$ cat src/rtl/elevator_pkg.sv
// rtl/elevator_pkg.sv - shared constants and types for the elevator call scheduler
package elevator_pkg;

  localparam int NUM_FLOORS = 8;
  localparam int FLOOR_W    = 4;

  localparam logic [1:0] DIR_IDLE = 2'b00;
  localparam logic [1:0] DIR_UP   = 2'b01;
  localparam logic [1:0] DIR_DOWN = 2'b10;

  localparam logic [FLOOR_W-1:0] FLOOR_G   = FLOOR_W'(1);
  localparam logic [FLOOR_W-1:0] FLOOR_TOP = FLOOR_W'(NUM_FLOORS);

  typedef enum logic [1:0] {
    ST_IDLE,
    ST_MOVE_UP,
    ST_MOVE_DOWN,
    ST_DWELL
  } state_t;

endpackage

$ cat src/rtl/floor_select.sv
// rtl/floor_select.sv - nearest pending floor above/below the car and at the car
module floor_select
  import elevator_pkg::*;
#(
  parameter int NUM_FLOORS = elevator_pkg::NUM_FLOORS,
  parameter int FLOOR_W    = elevator_pkg::FLOOR_W
) (
  input  logic [NUM_FLOORS:1] pending,
  input  logic [FLOOR_W-1:0]  current_floor,
  output logic [FLOOR_W-1:0]  above_floor,
  output logic                above_valid,
  output logic [FLOOR_W-1:0]  below_floor,
  output logic                below_valid,
  output logic                here
);

  // Scan downward for the lowest call above, upward for the highest call below.
  always_comb begin
    above_floor = '0;
    above_valid = 1'b0;
    below_floor = '0;
    below_valid = 1'b0;
    here        = 1'b0;
    for (int i = NUM_FLOORS; i >= 1; i--) begin
      if (pending[i] && (FLOOR_W'(i) > current_floor)) begin
        above_floor = FLOOR_W'(i);
        above_valid = 1'b1;
      end
    end
    for (int i = 1; i <= NUM_FLOORS; i++) begin
      if (pending[i] && (FLOOR_W'(i) < current_floor)) begin
        below_floor = FLOOR_W'(i);
        below_valid = 1'b1;
      end
      if (pending[i] && (FLOOR_W'(i) == current_floor)) begin
        here = 1'b1;
      end
    end
  end

endmodule

$ cat src/rtl/elevator_call_scheduler.sv
// rtl/elevator_call_scheduler.sv - SCAN call scheduler with door dwell for an 8-floor car
module elevator_call_scheduler
  import elevator_pkg::*;
#(
  parameter int NUM_FLOORS   = elevator_pkg::NUM_FLOORS,
  parameter int FLOOR_W      = elevator_pkg::FLOOR_W,
  parameter int DWELL_CYCLES = 16
) (
  input  logic                CLK,
  input  logic                reset,
  input  logic [NUM_FLOORS:1] call_req,
  input  logic [FLOOR_W-1:0]  current_floor,
  input  logic                arrived,
  output logic [FLOOR_W-1:0]  target_floor,
  output logic                target_valid,
  output logic [1:0]          dir,
  output logic                door_open,
  output logic [NUM_FLOORS:1] pending,
  output logic                fault
);

  localparam int CNT_W = (DWELL_CYCLES > 1) ? $clog2(DWELL_CYCLES) : 1;
  localparam logic [CNT_W-1:0] DWELL_LOAD = CNT_W'(DWELL_CYCLES - 1);

  state_t                state, state_nxt;
  logic [CNT_W-1:0]      dwell_cnt, cnt_nxt;
  logic [FLOOR_W-1:0]    target_nxt;
  logic                  tvalid_nxt, door_nxt, fault_nxt, svc;
  logic [1:0]            dir_nxt;
  logic [NUM_FLOORS:1]   pending_nxt;
  logic                  call_here;

  logic [FLOOR_W-1:0]    above_floor, below_floor;
  logic                  above_valid, below_valid, here;
  logic [FLOOR_W-1:0]    dist_up, dist_dn;
  logic                  floor_ok;

  floor_select #(
    .NUM_FLOORS (NUM_FLOORS),
    .FLOOR_W    (FLOOR_W)
  ) u_floor_select (
    .pending       (pending),
    .current_floor (current_floor),
    .above_floor   (above_floor),
    .above_valid   (above_valid),
    .below_floor   (below_floor),
    .below_valid   (below_valid),
    .here          (here)
  );

  assign floor_ok = (current_floor != '0) && (current_floor <= FLOOR_W'(NUM_FLOORS));
  assign dist_up  = above_floor - current_floor;
  assign dist_dn  = current_floor - below_floor;

  // A fresh call at the floor the car is sitting on.
  always_comb begin
    call_here = 1'b0;
    for (int i = 1; i <= NUM_FLOORS; i++) begin
      if (call_req[i] && (FLOOR_W'(i) == current_floor)) call_here = 1'b1;
    end
  end

  // Call latching: service and door-open absorption both beat a same-cycle call.
  always_comb begin
    pending_nxt = pending;
    for (int i = 1; i <= NUM_FLOORS; i++) begin
      if (call_req[i]) pending_nxt[i] = 1'b1;
      if ((FLOOR_W'(i) == current_floor) && (svc || (state == ST_DWELL))) pending_nxt[i] = 1'b0;
    end
  end

  // Next state and next registered outputs.
  always_comb begin
    state_nxt  = state;
    target_nxt = target_floor;
    tvalid_nxt = target_valid;
    dir_nxt    = dir;
    door_nxt   = door_open;
    cnt_nxt    = dwell_cnt;
    fault_nxt  = fault;
    svc        = 1'b0;

    if (arrived && (current_floor != target_floor)) fault_nxt = 1'b1;

    if (!floor_ok) begin
      // Bad floor report: hold everything, drop the target for this cycle.
      fault_nxt  = 1'b1;
      tvalid_nxt = 1'b0;
    end else begin
      case (state)
        ST_IDLE: begin
          tvalid_nxt = 1'b0;
          door_nxt   = 1'b0;
          dir_nxt    = DIR_IDLE;
          if (here) begin
            svc       = 1'b1;
            state_nxt = ST_DWELL;
            door_nxt  = 1'b1;
            cnt_nxt   = DWELL_LOAD;
          end else if (above_valid && (!below_valid || (dist_up <= dist_dn))) begin
            state_nxt  = ST_MOVE_UP;
            dir_nxt    = DIR_UP;
            target_nxt = above_floor;
            tvalid_nxt = 1'b1;
          end else if (below_valid) begin
            state_nxt  = ST_MOVE_DOWN;
            dir_nxt    = DIR_DOWN;
            target_nxt = below_floor;
            tvalid_nxt = 1'b1;
          end
        end

        ST_MOVE_UP, ST_MOVE_DOWN: begin
          if (arrived && (current_floor == target_floor)) begin
            svc        = 1'b1;
            state_nxt  = ST_DWELL;
            door_nxt   = 1'b1;
            tvalid_nxt = 1'b0;
            cnt_nxt    = DWELL_LOAD;
          end else if (here) begin
            // Car is level with a pending floor: hold it there until arrival.
            target_nxt = current_floor;
            tvalid_nxt = 1'b1;
          end else if ((state == ST_MOVE_UP) && above_valid) begin
            target_nxt = above_floor;
            tvalid_nxt = 1'b1;
          end else if ((state == ST_MOVE_DOWN) && below_valid) begin
            target_nxt = below_floor;
            tvalid_nxt = 1'b1;
          end else if (above_valid) begin
            state_nxt  = ST_MOVE_UP;
            dir_nxt    = DIR_UP;
            target_nxt = above_floor;
            tvalid_nxt = 1'b1;
          end else if (below_valid) begin
            state_nxt  = ST_MOVE_DOWN;
            dir_nxt    = DIR_DOWN;
            target_nxt = below_floor;
            tvalid_nxt = 1'b1;
          end else begin
            state_nxt  = ST_IDLE;
            dir_nxt    = DIR_IDLE;
            tvalid_nxt = 1'b0;
          end
        end

        ST_DWELL: begin
          door_nxt   = 1'b1;
          tvalid_nxt = 1'b0;
          if (call_here) begin
            cnt_nxt = DWELL_LOAD;
          end else if (dwell_cnt != '0) begin
            cnt_nxt = dwell_cnt - 1'b1;
          end else if ((dir == DIR_UP && above_valid) ||
                       (dir == DIR_DOWN && !below_valid && above_valid)) begin
            state_nxt  = ST_MOVE_UP;
            dir_nxt    = DIR_UP;
            target_nxt = above_floor;
            tvalid_nxt = 1'b1;
            door_nxt   = 1'b0;
          end else if ((dir == DIR_DOWN && below_valid) ||
                       (dir == DIR_UP && below_valid)) begin
            state_nxt  = ST_MOVE_DOWN;
            dir_nxt    = DIR_DOWN;
            target_nxt = below_floor;
            tvalid_nxt = 1'b1;
            door_nxt   = 1'b0;
          end else begin
            state_nxt = ST_IDLE;
            dir_nxt   = DIR_IDLE;
            door_nxt  = 1'b0;
          end
        end

        default: state_nxt = ST_IDLE;
      endcase
    end
  end

  // State, dwell counter, latched calls and all outputs.
  always_ff @(posedge CLK) begin
    if (reset) begin
      state        <= ST_IDLE;
      dwell_cnt    <= '0;
      target_floor <= FLOOR_W'(FLOOR_G);
      target_valid <= 1'b0;
      dir          <= DIR_IDLE;
      door_open    <= 1'b0;
      pending      <= '0;
      fault        <= 1'b0;
    end else begin
      state        <= state_nxt;
      dwell_cnt    <= cnt_nxt;
      target_floor <= target_nxt;
      target_valid <= tvalid_nxt;
      dir          <= dir_nxt;
      door_open    <= door_nxt;
      pending      <= pending_nxt;
      fault        <= fault_nxt;
    end
  end

endmodule

$ cat config.mk
export PLATFORM = sky130hd
export DESIGN_NAME = elevator_call_scheduler
export DESIGN_NICKNAME = d
export VERILOG_FILES = /design/src/rtl/elevator_pkg.sv /design/src/rtl/floor_select.sv /design/src/rtl/elevator_call_scheduler.sv
export SDC_FILE = /design/constraint.sdc
export NUM_CORES = 1
export LEC_CHECK = 0
export CORE_ASPECT_RATIO = 0.6
export CORE_MARGIN = 2
export CORE_UTILIZATION = 40
export DETAILED_ROUTE_END_ITERATION = 7
export PLACE_DENSITY = 0.65
export SLEW_MARGIN = 20
export SYNTH_ARGS = -nofsm -noshare
export SYNTH_HDL_FRONTEND = slang
export SYNTH_SLANG_ARGS = --single-unit
$ cat constraint.sdc
create_clock -name CLK -period 4.38 [get_ports CLK]
set_input_delay 0.876 -clock CLK [delete_from_list [all_inputs] [get_ports CLK]]
set_output_delay 0.876 -clock CLK [all_outputs]
set_load 0.1 [all_outputs]
# Word level (Yosys, flattened, before mapping)
# Index checks and enable logic that the tools add are counted.
[totals] output_inout_bits=17 elab_cells=249 in_bits=15 register_bits=23
[classes] bitwise=1 magnitude_cmp=18 n_eq_ne=31 n_addsub=3 reduce_logical=74 muxes=107
[ops] op="4-bit two-way mux" count=25
[ops] op="1-bit two-way mux" count=53
[ops] op="1-bit logical AND" count=51
[ops] op="2-bit two-way mux" count=18
[ops] op="4-bit one-hot mux with 3 select lines" count=2
[ops] op="2-bit OR reduction" count=10
[ops] op="2-bit inequality test (second input constant)" count=9
[ops] op="3-bit by 4-bit equality test with 1-bit output (first input constant)" count=4
[ops] op="3-bit by 4-bit > comparator with 1-bit output (first input constant)" count=4
[ops] op="3-bit by 4-bit less-than comparator with 1-bit output (first input constant)" count=4
[ops] op="7-bit AND reduction" count=2
[ops] op="3-bit two-way mux" count=4
[ops] op="2-bit one-hot mux with 3 select lines" count=2
[ops] op="3-bit inequality test (second input constant)" count=3
[ops] op="2-bit by 4-bit equality test with 1-bit output (first input constant)" count=2
[ops] op="2-bit by 4-bit > comparator with 1-bit output (first input constant)" count=2
[ops] op="2-bit by 4-bit less-than comparator with 1-bit output (first input constant)" count=2
[ops] op="4-bit nonzero test" count=2
[ops] op="4-bit subtractor" count=2
[ops] op="2-bit equality test (second input constant)" count=3
[ops] op="1-bit one-hot mux with 3 select lines" count=2
[ops] op="6-bit AND reduction" count=1
[ops] op="1-bit by 4-bit equality test with 1-bit output (first input constant)" count=1
[ops] op="2-bit by 1-bit equality test with 1-bit output (second input constant)" count=2
[ops] op="other kinds (21)" count=24

# Longest topological paths before layout
# Gate-level depths: netlist of run 1.
[logic_depth] depth_word=18 ltp_mapped=20 depth_no_buf=17

# Modules after synthesis
# Synthesis of run 1 repeated with hierarchy kept, for this count alone.
[hier_totals] hier_cells=338 hier_area_um2=2608.8
[modules_own_cells] module="elevator_call_scheduler" n_inst=1 cells_per_inst=266 area_each_um2=2143.3 seq_area_each_um2=460.4
[modules_own_cells] module="floor_select" n_inst=1 cells_per_inst=72 area_each_um2=465.4 seq_area_each_um2=0.0

# Worst setup path before layout of run 1
# OpenSTA, ideal clock, no wires.
[synth_path] path_kind="input -> register" startpoint="input port current_floor[1]" endpoint="register dir[1]" required_time_ns=4.312 setup_ns=0.068 setup_slack_ns=-0.085 stages=18 n_path_buf=3 arrival_time_ns=4.397 cell_sequence="buf_6 -> buf_2 -> buf_2 -> nor2_1 -> o21ai_0 -> a2111o_1 -> a32o_1 -> ha_1 -> fa_1 -> inv_1 -> ha_1 -> a21oi_1 -> o21ai_0 -> and3_1 -> o21ai_0 -> a221oi_1 -> mux2i_1 -> nor2_1"
[synth_via] elab_chain_cells=18 elab_cells_between_ends=143 classes_between="add/sub (2); order compare (18); eq/ne (14); mux (61); reduce/logical (48)"
[synth_lines] element="start, declared" line_no="elevator_call_scheduler.sv:12" text="input logic [FLOOR_W-1:0] current_floor,"
[synth_lines] element="parallel branches: the longest is 18 deep, another holds 4-bit > comparator"
[synth_lines] element="end signal, assigned" line_no="elevator_call_scheduler.sv:196" text="dir <= dir_nxt;"
[synth_lines] element="end, declared" line_no="elevator_call_scheduler.sv:16" text="output logic [1:0] dir,"
# Parallel ways; which one is timed is not known. The select of a mux whose other input is x is not followed.
# A chain may end at the register's enable or synchronous reset.

# Worst setup path after layout of run 1
[layout_path] startpoint="input port current_floor[0]" endpoint="register target_floor[0]"
[layout_via] elab_chain_cells=18 elab_cells_between_ends=142 classes_between="add/sub (2); order compare (18); eq/ne (13); mux (61); reduce/logical (48)"
[layout_lines] element="parallel branches: the longest is 18 deep, another holds 4-bit > comparator"
[layout_lines] element="end signal, assigned" line_no="elevator_call_scheduler.sv:185" text="target_floor <= FLOOR_W'(FLOOR_G);"
[layout_lines] element="end signal, assigned" line_no="elevator_call_scheduler.sv:194" text="target_floor <= target_nxt;"
[layout_lines] element="end, declared" line_no="elevator_call_scheduler.sv:14" text="output logic [FLOOR_W-1:0] target_floor,"
# Parallel ways; which one is timed is not known. The select of a mux whose other input is x is not followed.

==> qor.yml, run 1 <==
dr.pass1.iters: 5
grt_usage_pct: 26.25
final_core_util_pct: 55.44
yosysWarnings: 0
dp_hpwl_um: 7360
grt_pass1_vias: 2847
finClkSkew_ns: 0.001916
power_leakage_nw: 1.536
viasPerCell: 6.139
cp.arrival_ns: 4.37
startpoint_type: "input pin"
grt_max_degree: 24
place_ws_ns: -0.5048
die_h_um: 67.70
fin_crit_ns: 4.217
synth_ff_type: "dfxtp_1"
period_share_pct: 96.28
rows: 23
cts.clk_slew.worst_paths_ns: 0.07
synthTopCellsByArea: "dfxtp_1, ha_1, a21oi_1, nor2_1, nand2_1"
setup_ws_ns: 0.1629
multi_input_area_um2: 2121
final-seq-area_um2: 460.4
hp-class: "register to register"
worstMarginPinSlew_ns: 0.9783
ir_worst_vdd_mv: 0.3818
clk_path_buf_depth: 2
clock_sinks: 23
yosys.area.top_type: "dfxtp_1"
clock.fmax_ghz: 0.2371
design_area_um2: 3670
antenna_found_initial: 0
ys_async_sr_fraction_pct: 0
clk_latency_ns: 0.26
io_buffers: 31
hold_viol_final: 0
final.setup.tns_ns: 0
core_region_area_um2: 6619
syn_area_per_cell_um2: 7.535
cts_root_buffer: "clkbuf_16"
htree_levels: 1
synth_edf_count: 0
relSlewSlack_pct: 34.58
die_area_um2: 7458
initial_utilization_pct: 40.87
cts_tree: "done"
area_delta_synth_final_pct: 35.66
die_w_um: 110.2
drt_wl_total_um: 9713
yosysUniqueCellTypes: 75
synthCells: 359
worstSetupEndpointType: "register"
grt_pass1_wl_um: 15040
p_total_mw: 1.837
path_max_fanout: 8
wl_per_cell_um: 18.50
drc: 0
fillerInstances: 632
vias: 3223
grt.overflow.total: 0
yosysTopAreaCellShare_pct: 17.02
syn_nets: 392
p_per_area_nw_per_um2: 500.6
ios: 32
finalSetupViolCount: 0
netlist_area_um2: 2705
crit_type: "input pin to register"
final_nets: 472
drtIter0Drc: 553
seq_area_frac_synth_pct: 17.02
cts_made_buffers: 3
status: "finished, final reports clean"
antennaDiodeCount: 0
slew_violations: 0
layout-drive-gt1-share_pct: 25.34
drv_cap: 0
place_area_um2: 3423
hold_buffers: 0
reg2reg_slack_ns: 0.72
gp_congestion: 1.001
ys_ff_latch: 23
required_ns: 4.53
antenna_left: 0
flip-flops by register name, summed over array words and instances, names as in the netlist:
signal / flops
dwell_cnt: 4
dir: 2
fault: 1
door_open: 1
state: 2
pending: 8
target_valid: 1
target_floor: 4
cell usage after synthesis (4+ instances only):
cell type / number
nor2_1: 39
a21oi_1: 37
nand2_1: 28
inv_1: 27
dfxtp_1: 23
o21ai_0: 19
ha_1: 16
nand2b_1: 8
buf_2: 7
a211oi_1: 6
a311oi_1: 6
buf_6: 6
nor3_1: 6
o22ai_1: 6
xnor2_1: 6
a21boi_0: 5
nand3_1: 5
nor2b_1: 5
a31oi_1: 4
clkbuf_1: 4
mux2i_1: 4
o31ai_1: 4
area by class of cell:
cell class / instances / share of cell area (%)
tap: 87 / 2.966
clock buffer: 3 / 2.046
clock inverter: 1 / 0.1364
timing repair buffer: 95 / 21.75
sequential: 23 / 12.55
multi-input combinational: 289 / 57.79
inverter: 27 / 2.762
power by group:
part           total (mW)  internal [mW]  switching [mW]
combinational        1.29          0.475           0.819
clock               0.209          0.123          0.0856
sequential          0.334          0.266          0.0682
layout by cell type (no fill, tap or decap), drive strengths merged, types with 7 or more instances in the layout:
master and count:
dfxtp 23, ha 16, nor2 39, a211oi 7, a311oi 7, buf 64, inv 27, o21ai 21
clkdlybuf4s50 27, nand2b 8, nand2 28, a21oi 37
cells by family after synthesis:
family          Yosys count  synth area share, %
simple gates            121                23.96
xor+xnor                  8                2.590
flops                    23                17.02
fa+ha+maj                18                8.881
buf+inv                  47                8.787
compound gates          135                35.89
mux                       7                2.868
path summary, 6_finish.rpt:
kind                         start         endpoint  cells after the start
setup / recovery  current_floor[0]  target_floor[0]                     16
hold / removal               fault            fault                      2
setup reg to reg        pending[7]  target_floor[0]                     12
hold reg to reg              fault            fault                      2
critical path: stages:
cell	delay, ns
dlygate4sd2_1	0.35
buf_4	0.21
nor4_4	0.30
nand2_2	0.12
a21boi_2	0.19
buf_4	0.15
ha_1	0.27
a21o_1	0.17
a21oi_2	0.15
xnor2_1	0.09
ha_1	0.34
nand4_1	0.21
a31oi_4	0.35
a22o_1	0.19
a21oi_1	0.07
a221o_1	0.34
metrics by stage:
stage,hold slack (ns),std cells
5_1_grt,0.4964,525
3_5_place_dp,0.4654,515
2_1_floorplan,0.4830,359
6_report,0.4728,525
4_1_cts,0.4768,520
3_3_place_gp,0.4551,515
layer usage:
metal,vias up,track usage (%),share of wire [%],routed length [um]
li1,1501,-,-,-
met1,1529,41.68,48,4710
met2,175,36.50,40,3862
met3,18,4.247,10,1015
met4,0,4.531,1.3,124
met5,-,0,0,0
repair_timing:
action,CTS,global route
setup buffers,1,3
gates resized for setup,11,24
pin swaps,1,12
gates cloned,0,2
setup endpoints to repair,8,8
(Power assumes the default switching activity.)
==> run 2: changes to the inputs <==
--- a/config.mk
+++ b/config.mk
@@ -7,9 +7,9 @@
 export LEC_CHECK = 0
 export CORE_ASPECT_RATIO = 0.6
 export CORE_MARGIN = 2
-export CORE_UTILIZATION = 40
+export CORE_UTILIZATION = 30
 export DETAILED_ROUTE_END_ITERATION = 7
-export PLACE_DENSITY = 0.65
+export PLACE_DENSITY = 0.59
 export SLEW_MARGIN = 20
 export SYNTH_ARGS = -nofsm -noshare
 export SYNTH_HDL_FRONTEND = slang
==> run 2 against run 1 <==
Final cell count grew 4.6%; die area rose by 32%; clock skew increased by 0.0021 ns; sequential share of layout area fell by 0.28 points; final area is 2.3% higher; clock-buffer cell count unchanged; critical path type unchanged; largest cell class unchanged.
==> qor.yml, run 2 (same netlist as run 1, synthesis figures left out) <==
crit_type: "input pin to register"
ios: 32  # unchanged
power_leakage_nw: 1.554  # +1.2%
layout-drive-gt1-share_pct: 26.32  # +0.97 points
final_core_util_pct: 43.56  # -12 points
clk_path_buf_depth: 2  # unchanged
reg2regPathDepth: 12  # unchanged
final.setup.tns_ns: 0  # unchanged
worstMarginPinSlew_ns: 1.019  # +0.04027 ns
final-seq-area_um2: 460.4  # unchanged
reg2reg_slack_ns: 0.76  # +0.04 ns
die_h_um: 77.56  # +15%
hold_buffers: 0  # unchanged
cts.clk_slew.worst_paths_ns: 0.06  # about the same
dr.pass1.iters: 6  # +1
finalSetupViolCount: 0  # unchanged
p_per_area_nw_per_um2: 505.3  # +0.93%
largest_registers: "pending: 8 flops, dwell_cnt: 4 flops, target_floor: 4 flops"
cts_made_buffers: 3  # unchanged
grt_usage_pct: 20.98  # -5.3 points
cts_tree: "done"
layout_common_cells: "buf_4, nor2_1, a21oi_1"
largest_register: "pending"
clk_latency_ns: 0.27  # about the same
io_buffers: 31  # unchanged
holdPathStages: 2  # unchanged
grt_pass1_vias: 2997  # +5.3%
clock_sinks: 23  # unchanged
status: "finished, final reports clean"
initial_utilization_pct: 31.38  # -9.5 points
required_ns: 4.53  # about the same
grt_max_degree: 24  # unchanged
drc: 0  # unchanged
slew_violations: 0  # unchanged
final_nets: 471  # -0.21%
grt.overflow.total: 0  # unchanged
worstSetupEndpointType: "register"
rsz0062_at_grt: "no"
antenna_left: 0  # unchanged
clock.fmax_ghz: 0.2381  # +0.43%
ir_worst_vdd_mv: 0.2448  # -36%
finClkSkew_ns: 0.004062  # +0.002145 ns
area_delta_synth_final_pct: 38.81
rows: 26  # +13%
relSlewSlack_pct: 31.89  # -2.7 points
antenna_found_initial: 0  # unchanged
dp_hpwl_um: 8176  # +11%
drt_wl_total_um: 10470  # +7.8%
multi_input_area_um2: 2155  # +1.6%
hp-class: "register to register"
largest_register_ffs: 8  # unchanged
drv_cap: 0  # unchanged
vias: 3178  # -1.4%
viasPerCell: 5.789  # -5.7%
fin_crit_ns: 4.199  # -0.01798 ns
gp_congestion: 1.006  # +0.52%
antennaDiodeCount: 0  # unchanged
layout_commonest_cell: "buf_4"
die_area_um2: 9818  # +32%
startpoint_type: "input pin"
wl_per_cell_um: 19.08  # +3.1%
core_region_area_um2: 8621  # +30%
grt_pass1_wl_um: 16510  # +9.8%
htree_levels: 1  # unchanged
cp.arrival_ns: 4.35  # -0.02 ns
fillerInstances: 895  # +42%
cts_root_buffer: "clkbuf_16"
drtIter0Drc: 363  # -34%
hold_viol_final: 0  # unchanged
die_w_um: 126.6  # +15%
path_max_fanout: 8  # unchanged
period_share_pct: 95.87  # -0.41 points
==> run 2: metrics by stage <==
stage / cells / setup WS [ns] / cell area [um^2] / total power [mW] / hold slack, ns
3_3_place_gp: 542 / -0.4983 / 3482 / 1.593 / 0.4549
4_1_cts: 546 / 0.001287 / 3596 / 1.824 / 0.4639
3_5_place_dp: 542 / -0.4535 / 3482 / 1.600 / 0.4541
6_report: 549 / 0.1809 / 3755 / 1.897 / 0.4591
2_1_floorplan: 359 / 0.01724 / 2705 / 1.222 / 0.4830
5_1_grt: 549 / 0.01818 / 3755 / 2.017 / 0.5085
==> run 2: where the power goes <==
group          internal (mW)  switching (mW)  leakage, nW
sequential             0.266          0.0730        0.191
clock                  0.123          0.0846       0.0409
combinational          0.498           0.852         1.32
==> run 2: timing repair <==
action,CTS,global route
pin swaps,1,13
setup endpoints to repair,8,8
gates cloned,0,1
gates resized for setup,11,36
setup buffers,0,2
==> run 2: layout make-up <==
cell class	instances	share of cell area (%)
clock inverter	1	0.1333
tap	112	3.732
inverter	27	2.699
multi-input combinational	289	57.38
clock buffer	3	1.999
timing repair buffer	94	21.79
sequential	23	12.26
==> run 2: path summary, 6_finish.rpt <==
path / from / end
setup / recovery: current_floor[0] / target_floor[0]
hold / removal: fault / fault
setup reg to reg: pending[7] / target_floor[0]
hold reg to reg: fault / fault
==> run 2: worst max-delay path, stage by stage <==
cell and delay [ns]:
clkdlybuf4s15_1 0.32, buf_4 0.26, nor4_4 0.31, nand2_1 0.14, a21boi_2 0.19, buf_4 0.15
ha_1 0.26, a21o_1 0.16, a21oi_2 0.14, xnor2_1 0.08, ha_1 0.33, nand4_1 0.21
a31oi_4 0.31, a22o_1 0.20, a21oi_1 0.06, a221o_1 0.34
==> run 2: routing by layer <==
metal | vias up | GRT usage (%) | share of wire [%]
met5 | - | 0 | 0
met4 | 0 | 1.209 | 0.31
met3 | 5 | 5.793 | 10
met2 | 149 | 28.82 | 39
met1 | 1536 | 33.19 | 51
li1 | 1488 | - | -
